$ cat config.mk
export PLATFORM = sky130hd
export DESIGN_NAME = hazard_ctl
export DESIGN_NICKNAME = d
export VERILOG_FILES = /design/src/rtl/rv32_pkg.sv /design/src/rtl/fwd_unit.sv /design/src/rtl/hazard_ctl.sv
export SDC_FILE = /design/constraint.sdc
export NUM_CORES = 1
export LEC_CHECK = 0
export BUFFER_PORTS_ARGS = -buffer_cell sky130_fd_sc_hd__clkbuf_2
export CORE_MARGIN = 5
export CORE_UTILIZATION = 30
export DETAILED_ROUTE_END_ITERATION = 8
export PLACE_DENSITY = 0.47
export SLEW_MARGIN = 40
export SYNTH_ARGS = -nofsm -noshare
export SYNTH_HDL_FRONTEND = slang
export SYNTH_SLANG_ARGS = --single-unit
$ cat constraint.sdc
create_clock -name clk -period 3.7 [get_ports clk]
set_clock_uncertainty 0.05 [all_clocks]
set_input_delay 0 -clock clk [delete_from_list [all_inputs] [get_ports clk]]
set_output_delay 0 -clock clk [all_outputs]
set_load 0.02 [all_outputs]
$ cat src/rtl/rv32_pkg.sv
// Shared RV32 core definitions: register index width, forward selects,
// MEM-stage handshake FSM states and pipeline shadow-register layouts.
package rv32_pkg;

    localparam int unsigned REG_IDX_W = 5;

    // Decoder wb_sel value that selects data-memory read data (loads).
    localparam logic [1:0] WB_SEL_LOAD = 2'b00;

    typedef logic [REG_IDX_W-1:0] reg_idx_t;

    typedef enum logic [1:0] {
        FWD_RF  = 2'b00,
        FWD_MEM = 2'b01,
        FWD_WB  = 2'b10
    } fwd_sel_e;

    typedef enum logic {
        MEM_IDLE = 1'b0,
        MEM_WAIT = 1'b1
    } mem_state_e;

    typedef struct packed {
        logic     valid;
        reg_idx_t rd;
        logic     wen;
        logic     load;
        logic     mem_acc;
        fwd_sel_e fwd_a;
        fwd_sel_e fwd_b;
    } ex_shadow_t;

    typedef struct packed {
        logic     valid;
        reg_idx_t rd;
        logic     wen;
        logic     mem_acc;
    } mem_shadow_t;

    typedef struct packed {
        logic     valid;
        reg_idx_t rd;
        logic     wen;
    } wb_shadow_t;

    // A younger instruction's source operand matches an older in-flight writer.
    // Writes to x0 are discarded by the register file, so they never match.
    function automatic logic src_hit(
        input logic     valid,
        input logic     wen,
        input reg_idx_t rd,
        input logic     use_rs,
        input reg_idx_t rs
    );
        return valid & wen & (rd != '0) & use_rs & (rs == rd);
    endfunction

endpackage

$ cat src/rtl/fwd_unit.sv
// Per-operand forward select for the instruction currently in ID, computed
// against the EX and MEM shadows (they will be in MEM and WB when it reaches EX).
module fwd_unit
    import rv32_pkg::*;
(
    input  logic                 use_rs,
    input  logic [REG_IDX_W-1:0] rs,
    input  logic                 ex_valid,
    input  logic                 ex_wen,
    input  logic                 ex_load,
    input  logic [REG_IDX_W-1:0] ex_rd,
    input  logic                 mem_valid,
    input  logic                 mem_wen,
    input  logic [REG_IDX_W-1:0] mem_rd,
    output logic [1:0]           fwd_sel
);

    // Nearer producer wins; a load in EX is handled by the load-use stall instead.
    always_comb begin
        fwd_sel = FWD_RF;
        if (src_hit(ex_valid, ex_wen, ex_rd, use_rs, rs)) begin
            fwd_sel = ex_load ? FWD_RF : FWD_MEM;
        end else if (src_hit(mem_valid, mem_wen, mem_rd, use_rs, rs)) begin
            fwd_sel = FWD_WB;
        end
    end

endmodule

$ cat src/rtl/hazard_ctl.sv
// Hazard and sequencing controller for the 5-stage RV32 pipeline: generates
// stall/flush/freeze controls, registered EX forward selects, stage valids and
// the data-memory request/timeout handshake.
module hazard_ctl
    import rv32_pkg::*;
#(
    parameter int unsigned MEM_TIMEOUT = 16
) (
    input  logic                 clk,
    input  logic                 rst_n,
    input  logic                 imem_ready,
    input  logic                 id_valid,
    input  logic [REG_IDX_W-1:0] id_rs1,
    input  logic [REG_IDX_W-1:0] id_rs2,
    input  logic                 id_use_rs1,
    input  logic                 id_use_rs2,
    input  logic [REG_IDX_W-1:0] id_rd,
    input  logic                 id_reg_wen,
    input  logic                 id_is_load,
    input  logic                 id_mem_acc,
    input  logic                 ex_pc_sel,
    input  logic                 dmem_ready,
    output logic                 stall_pc,
    output logic                 stall_ifid,
    output logic                 flush_ifid,
    output logic                 flush_idex,
    output logic                 freeze,
    output logic                 dmem_req,
    output logic [1:0]           fwd_a,
    output logic [1:0]           fwd_b,
    output logic                 ex_valid,
    output logic                 mem_valid,
    output logic                 wb_valid,
    output logic                 mem_err
);

    localparam int unsigned CNT_W = (MEM_TIMEOUT < 2) ? 1 : $clog2(MEM_TIMEOUT + 1);
    localparam logic [CNT_W-1:0] CNT_MAX = CNT_W'(MEM_TIMEOUT);
    localparam logic [CNT_W-1:0] CNT_ONE = CNT_W'(1);

    ex_shadow_t  ex_q;
    mem_shadow_t mem_q;
    wb_shadow_t  wb_q;

    mem_state_e       mem_state;
    logic [CNT_W-1:0] wait_cnt;
    logic [CNT_W-1:0] wait_cnt_inc;
    logic             mem_err_q;

    logic       mem_stall;
    logic       load_use;
    logic       branch;
    logic       ld_hit_rs1;
    logic       ld_hit_rs2;
    logic [1:0] fwd_a_nxt;
    logic [1:0] fwd_b_nxt;

    // Raw hazard terms from the current shadows and ID-stage decode.
    always_comb begin
        mem_stall  = mem_q.valid & mem_q.mem_acc & ~dmem_ready;
        ld_hit_rs1 = id_use_rs1 & (id_rs1 == ex_q.rd);
        ld_hit_rs2 = id_use_rs2 & (id_rs2 == ex_q.rd);
        load_use   = id_valid & ex_q.valid & ex_q.load & (ex_q.rd != '0)
                   & (ld_hit_rs1 | ld_hit_rs2);
        branch     = ex_q.valid & ex_pc_sel;
    end

    // Prioritised stall/flush/freeze decode; a memory stall defers everything else.
    always_comb begin
        stall_pc   = 1'b0;
        stall_ifid = 1'b0;
        flush_ifid = 1'b0;
        flush_idex = 1'b0;
        freeze     = 1'b0;
        if (mem_stall) begin
            freeze     = 1'b1;
            stall_pc   = 1'b1;
            stall_ifid = 1'b1;
        end else if (branch) begin
            flush_ifid = 1'b1;
            flush_idex = 1'b1;
        end else if (load_use) begin
            stall_pc   = 1'b1;
            stall_ifid = 1'b1;
            flush_idex = 1'b1;
        end else if (!imem_ready) begin
            // PC holds until fetch data arrives; IF/ID takes a bubble meanwhile.
            stall_pc   = 1'b1;
            flush_ifid = 1'b1;
        end
    end

    fwd_unit u_fwd_a (
        .use_rs    (id_use_rs1),
        .rs        (id_rs1),
        .ex_valid  (ex_q.valid),
        .ex_wen    (ex_q.wen),
        .ex_load   (ex_q.load),
        .ex_rd     (ex_q.rd),
        .mem_valid (mem_q.valid),
        .mem_wen   (mem_q.wen),
        .mem_rd    (mem_q.rd),
        .fwd_sel   (fwd_a_nxt)
    );

    fwd_unit u_fwd_b (
        .use_rs    (id_use_rs2),
        .rs        (id_rs2),
        .ex_valid  (ex_q.valid),
        .ex_wen    (ex_q.wen),
        .ex_load   (ex_q.load),
        .ex_rd     (ex_q.rd),
        .mem_valid (mem_q.valid),
        .mem_wen   (mem_q.wen),
        .mem_rd    (mem_q.rd),
        .fwd_sel   (fwd_b_nxt)
    );

    // Shadow pipeline: advance every stage unless frozen; EX takes a bubble on flush.
    always_ff @(posedge clk or negedge rst_n) begin
        if (!rst_n) begin
            ex_q  <= '0;
            mem_q <= '0;
            wb_q  <= '0;
        end else if (!freeze) begin
            if (flush_idex || !id_valid) begin
                ex_q <= '0;
            end else begin
                ex_q.valid   <= 1'b1;
                ex_q.rd      <= id_rd;
                ex_q.wen     <= id_reg_wen;
                ex_q.load    <= id_is_load;
                ex_q.mem_acc <= id_mem_acc;
                ex_q.fwd_a   <= fwd_sel_e'(fwd_a_nxt);
                ex_q.fwd_b   <= fwd_sel_e'(fwd_b_nxt);
            end
            mem_q.valid   <= ex_q.valid;
            mem_q.rd      <= ex_q.rd;
            mem_q.wen     <= ex_q.wen;
            mem_q.mem_acc <= ex_q.mem_acc;
            wb_q.valid    <= mem_q.valid;
            wb_q.rd       <= mem_q.rd;
            wb_q.wen      <= mem_q.wen;
        end
    end

    always_comb wait_cnt_inc = (wait_cnt == CNT_MAX) ? wait_cnt : wait_cnt + CNT_ONE;

    // MEM handshake FSM: counts dmem_ready-low cycles and flags a sticky timeout.
    always_ff @(posedge clk or negedge rst_n) begin
        if (!rst_n) begin
            mem_state <= MEM_IDLE;
            wait_cnt  <= '0;
            mem_err_q <= 1'b0;
        end else begin
            case (mem_state)
                MEM_IDLE: begin
                    if (mem_stall) begin
                        mem_state <= MEM_WAIT;
                        wait_cnt  <= CNT_ONE;
                        if (CNT_ONE == CNT_MAX) mem_err_q <= 1'b1;
                    end
                end
                MEM_WAIT: begin
                    if (dmem_ready) begin
                        mem_state <= MEM_IDLE;
                        wait_cnt  <= '0;
                    end else begin
                        wait_cnt <= wait_cnt_inc;
                        if (wait_cnt_inc == CNT_MAX) mem_err_q <= 1'b1;
                    end
                end
                default: begin
                    mem_state <= MEM_IDLE;
                    wait_cnt  <= '0;
                end
            endcase
        end
    end

    assign dmem_req  = mem_q.valid & mem_q.mem_acc;
    assign fwd_a     = ex_q.fwd_a;
    assign fwd_b     = ex_q.fwd_b;
    assign ex_valid  = ex_q.valid;
    assign mem_valid = mem_q.valid;
    assign wb_valid  = wb_q.valid;
    assign mem_err   = mem_err_q;

endmodule

# [Word-level counts from Yosys, hierarchy flattened]
# Index checks and enable logic that the tools add are counted.
[word_totals] ff_bits=29 output_inout_bits=14
[classes] add_sub_neg=1 n_eq_ne=7 n_mux=25 bitwise=24 n_reduce_logical=5
[ops] operator="AND 1 bit" n=21
[ops] operator="== test 5 bit" n=4
[ops] operator="2-to-1 mux 1 bit" n=15
[ops] operator="2-to-1 mux 5 bit" n=3
[ops] operator="2-to-1 mux 13 bit" n=1
[ops] operator="== test 5 bit (second input constant)" n=2
[ops] operator="one-hot mux 5 bit (2 select lines)" n=1
[ops] operator="nonzero test 5 bit" n=2
[ops] operator="2-to-1 mux 2 bit" n=4
[ops] operator="adder 5 x 1 -> 5 bit (second input constant)" n=1
[ops] operator="AND reduction 3 bit" n=1
[ops] operator="!= test 2 bit (second input constant)" n=1
[ops] operator="inverter 1 bit" n=2
[ops] operator="one-hot mux 1 bit (2 select lines)" n=1
[ops] operator="logical NOT 1 bit" n=1
[ops] operator="logical OR 1 bit" n=1
[ops] operator="bitwise OR 1 bit" n=1

# [Longest topological paths before layout]
[logic_depth] depth_word=9 ltp_mapped=7 mapped_depth_nobuf=7

# [Cells and area by module]
# From an unflattened synthesis, not the netlist that was laid out.
[hier_totals] cells_unflattened=225 area_unflattened_um2=1999.4
[by_module_without_submodules] mod="hazard_ctl" instances=1 cells_per_inst=181 area_per_inst_um2=1684.1
[by_module_without_submodules] mod="fwd_unit" instances=2 cells_per_inst=22 area_per_inst_um2=157.7

# [Least setup slack after synthesis]
# No wires, ideal clock.
[synth_path] path_kind="register to output" from="register ex_q[10] (netlist name)" to="output port stall_ifid" arrival_ns=1.846 setup_slack_ns=1.804 path_stages_with_launch=7 path_buffers=1 cell_sequence="dfrtp_1 > xor2_1 > nor4_1 > nand3_1 > a21o_2 > buf_6 > o21ai_0"
[synth_between] elab_chain_len=7 word_cells_on_any_way=11 cone_classes="2 x eq/ne; 3 x mux; 5 x bitwise; 1 x reduce/logical"
[synth_lines] item="start: declaration" line_no="hazard_ctl.sv:41" text="ex_shadow_t ex_q;"
[synth_lines] item="== test 5 bit, on equally long branches" line_no="hazard_ctl.sv:61, hazard_ctl.sv:62"
[synth_lines] item="AND 1 bit, on equally long branches" line_no="hazard_ctl.sv:61, hazard_ctl.sv:62"
[synth_lines] item="bitwise OR 1 bit" line_no="hazard_ctl.sv:64" text="& (ld_hit_rs1 | ld_hit_rs2);"
[synth_lines] item="AND 1 bit *" line_no="hazard_ctl.sv:64"
[synth_lines] item="2-to-1 mux 1 bit *" line_no="hazard_ctl.sv:82" text="end else if (load_use) begin"
[synth_lines] item="2-to-1 mux 1 bit *" line_no="hazard_ctl.sv:79" text="end else if (branch) begin"
[synth_lines] item="2-to-1 mux 1 bit *" line_no="hazard_ctl.sv:75" text="if (mem_stall) begin"
[synth_lines] item="end: declaration" line_no="hazard_ctl.sv:24" text="output logic stall_ifid,"
# Mark *: on every way between the ends. The rest lies on a longest branch, timed or not.

# [Worst setup path in the final report]
[layout_path] from="register ex_q[10] (netlist name)" to="output port stall_pc"
[layout_between] elab_chain_len=7 word_cells_on_any_way=11 cone_classes="2 x eq/ne; 3 x mux; 5 x bitwise; 1 x reduce/logical"
[layout_lines] item="== test 5 bit, on equally long branches" line_no="hazard_ctl.sv:61, hazard_ctl.sv:62"
[layout_lines] item="AND 1 bit, on equally long branches" line_no="hazard_ctl.sv:61, hazard_ctl.sv:62"
[layout_lines] item="bitwise OR 1 bit" line_no="hazard_ctl.sv:64"
[layout_lines] item="AND 1 bit *" line_no="hazard_ctl.sv:64"
[layout_lines] item="2-to-1 mux 1 bit *" line_no="hazard_ctl.sv:82"
[layout_lines] item="2-to-1 mux 1 bit *" line_no="hazard_ctl.sv:79"
[layout_lines] item="2-to-1 mux 1 bit *" line_no="hazard_ctl.sv:75"
[layout_lines] item="end: declaration" line_no="hazard_ctl.sv:23" text="output logic stall_pc,"
# Marks and branches as above.

==> run summary <==
area occupied by multi-input gates: 793 sq um
Primary FF master, synth: dfrtp_1
synth warn: 0
root buffer cell: clkbuf_8
Max IR drop VDD: 0.000180 V
Core Box Area: 5140 sq um
die area: 6910 sq um
Cell Chain, Critical Path: xor2_1 > nor4_1 > nand3_1 > a21o_2 > a31oi_1 > clkbuf_2
worst path arrival time: 2.19 ns
crit share post-route: 0.607
slowest stage cell, crit path: dfrtp_1
number of global-route vias before repair: 1473
Worst Min Path Start: id_use_rs1
post-route ant nets: 0
Combinational Power Share: 0.224
largest net degree at the start of global routing: 30
clk sinks: 29
Worst Tran Pin Value: 0.652 ns
insertion delay to the later sink of the worst-skew pair: 0.27 ns
CP peak stage delay: 0.46 ns
synth top area cells: dfrtp_1 45%, xor2_1 10%, nand2_1 6.1%, a32o_1 5.0%, xnor2_1 2.2%
syn avg cell area: 9.73 sq um
area fraction of the dominant cell type after synthesis: 0.452
Hold Crit Class: input pin to flop
Die Width: 83.2 um
Clock Power Share: 0.300
via count: 1383
Row Count: 26
# port buffers: 39
fin crit period: 2.24 ns
WHS: 0.0126 ns
power density cells: 408 nW/um^2
Layout area overhead: 24.6%
share of cells above drive strength 1: 0.232
CTS Buf Count: 5
first-pass iteration count of the detailed router: 4
DRC viols: 0
Setup TNS: 0 ns
FF+latch area: 726 sq um
Initial Util: 0.312
max frequency: 445 MHz
setup violators final: 0
RR Startpoint: mem_valid
critical setup path kind: flop to primary output
Setup crit start kind: flop
GRT Overall Usage: 0.128
Reg clk slew, reported paths: 0.06 ns
grt ovf: 0
Netlist cell types: 37
initial antenna violation count: 0
n_diodes: 0
sequential share of the synthesized area: 0.452
Pleak: 0.998 nW
Post-CTS Setup Inserts: 0
crit-path max FO: 13
Worst Setup SP: ex_q[10]
count leader, synth: dfrtp_1
post-route setup slack: 1.46 ns
Slew Limit Headroom: 0.565
Final GP Congestion: 0.799
Post-synth top cells: 29 x dfrtp_1, 26 x nand2_1, 19 x xor2_1
flops & latches, synth: 29
CP endpoint kind: primary output
Max Cap Viol: 0
Net Switching: 252 uW
Iter 0 DRT Violations: 77
fraction of registers with async set/reset: 1.00
sequential share of power: 0.476
CTS tree: done
num ports: 40
Fin. Hold Viols: 0
Die Y: 83.2 um
Syn Inst Count: 165
Int Power: 564 uW
aggregate routed wire length: 4.15 mm
fill count: 545
critical path data required time: 3.65 ns
Syn Nets: 193
global-route wire length before repair: 7.16 mm
Resize count post-CTS: 0
Final nets: 238
CP delay by family, top: compound AO/OA/AOI/OAI gates
Post-synth EDFFs: 0
area leader, netlist: dfrtp_1
status: finished, final reports clean
cell area after synthesis: 1610 sq um
dpl ws: 1.57 ns
Slew Limit Fails: 0
DR WL/cell: 14.8 um
drt via density: 4.92
H-tree Lvls: 2
setup repair after global routing missed its margin: no
critical path buffer and inverter count: 1
Sw Ratio: 0.309
DP HPWL: 3.12 mm
Max clock buf depth: 2
per-stage QoR:
stage | instance area, sq um | std cells | total power [mW] | utilization
after global placement | 1820 | 263 | 0.559 | 0.354
after floorplan | 1610 | 165 | 0.502 | -
after global routing | 2000 | 281 | 0.870 | 0.389
final | 2000 | 281 | 0.816 | 0.389
after detailed placement | 1820 | 263 | 0.567 | 0.354
after CTS | 2000 | 281 | 0.826 | 0.389
layer usage:
metal / vias to the layer above / wire [um] / global-route usage
met4: 0 / 64 / 0.0490
met5: - / 0 / 0
met1: 657 / 1820 / 0.153
li1: 676 / - / -
met2: 40 / 2060 / 0.215
met3: 10 / 197 / 0.0396
sequential cells by signal, indices dropped and copies added (netlist names):
register and flops:
mem_valid 1, ex_valid 1, fwd_a 2, mem_q 7, mem_state 1, mem_err 1
wb_valid 1, fwd_b 2, wait_cnt 5, ex_q 8
tightest hold or removal path: cells and delay by family:
| kind | cells | cell delay [ns] |
|---|---|---|
| compound gates | 2 | 0.21 |
| buf+inv | 1 | 0.09 |
power by group through the flow:
stage	logic, mW	registers [mW]	clock network (mW)
CTS	0.184	0.387	0.255
floorplan	0.119	0.382	0
detailed placement	0.174	0.393	0
global placement	0.168	0.392	0
finish	0.182	0.388	0.245
global route	0.205	0.392	0.272
area by class of cell:
class,instances,area share
Clock buffer,8,0.0400
Inverter,5,0.00938
Multi-Input combinational cell,120,0.396
Sequential cell,29,0.363
Tap cell,70,0.0438
Timing Repair Buffer,49,0.148
cell families (layout without fill, tap and decap cells):
| family | after synthesis | after routing | synth area share |
|---|---|---|---|
| and+or+nand+nor | 60 | 60 | 0.184 |
| adders and majority gates | 2 | 2 | 0.0156 |
| buffers and inverters | 16 | 62 | 0.0538 |
| AOI/OAI and AO/OA | 35 | 35 | 0.169 |
| xor gates and xnor gates | 23 | 23 | 0.125 |
| DFF | 29 | 29 | 0.452 |
worst paths after layout:
kind | end | slack, ns | cells after the start
max in group asynchronous | ex_q[11] | 2.93 | 2
worst max register to register | fwd_b[0] | 1.61 | 5
worst min register to register | wb_valid | 0.40 | 1
min in group asynchronous | wait_cnt[2] | 0.24 | 2
worst max-delay path | stall_pc | 1.46 | 6
worst min-delay path | fwd_a[1] | 0.01 | 3
repair_timing:
action,4_1_cts,5_1_grt
hold endpoints to repair,38,0
setup endpoints to repair,0,0
hold buffers,10,0
cell usage in the layout, fill, tap and decap left out, types with 2 or more instances in the layout:
cell,n
a21o_1,3
a21o_2,2
a21oi_1,3
a22o_1,3
a32o_1,8
and3_1,2
clkbuf_1,3
clkbuf_2,38
clkbuf_8,5
dfrtp_1,29
dlygate4sd3_1,10
ha_1,2
inv_1,4
nand2_1,26
nand2b_1,4
nand3_1,6
nor2_1,8
nor3_1,2
nor4_1,5
o2111ai_1,2
o21ai_0,6
o31ai_1,2
or4_1,2
xnor2_1,4
xor2_1,19
No activity file was read; power rests on OpenSTA's default activity.
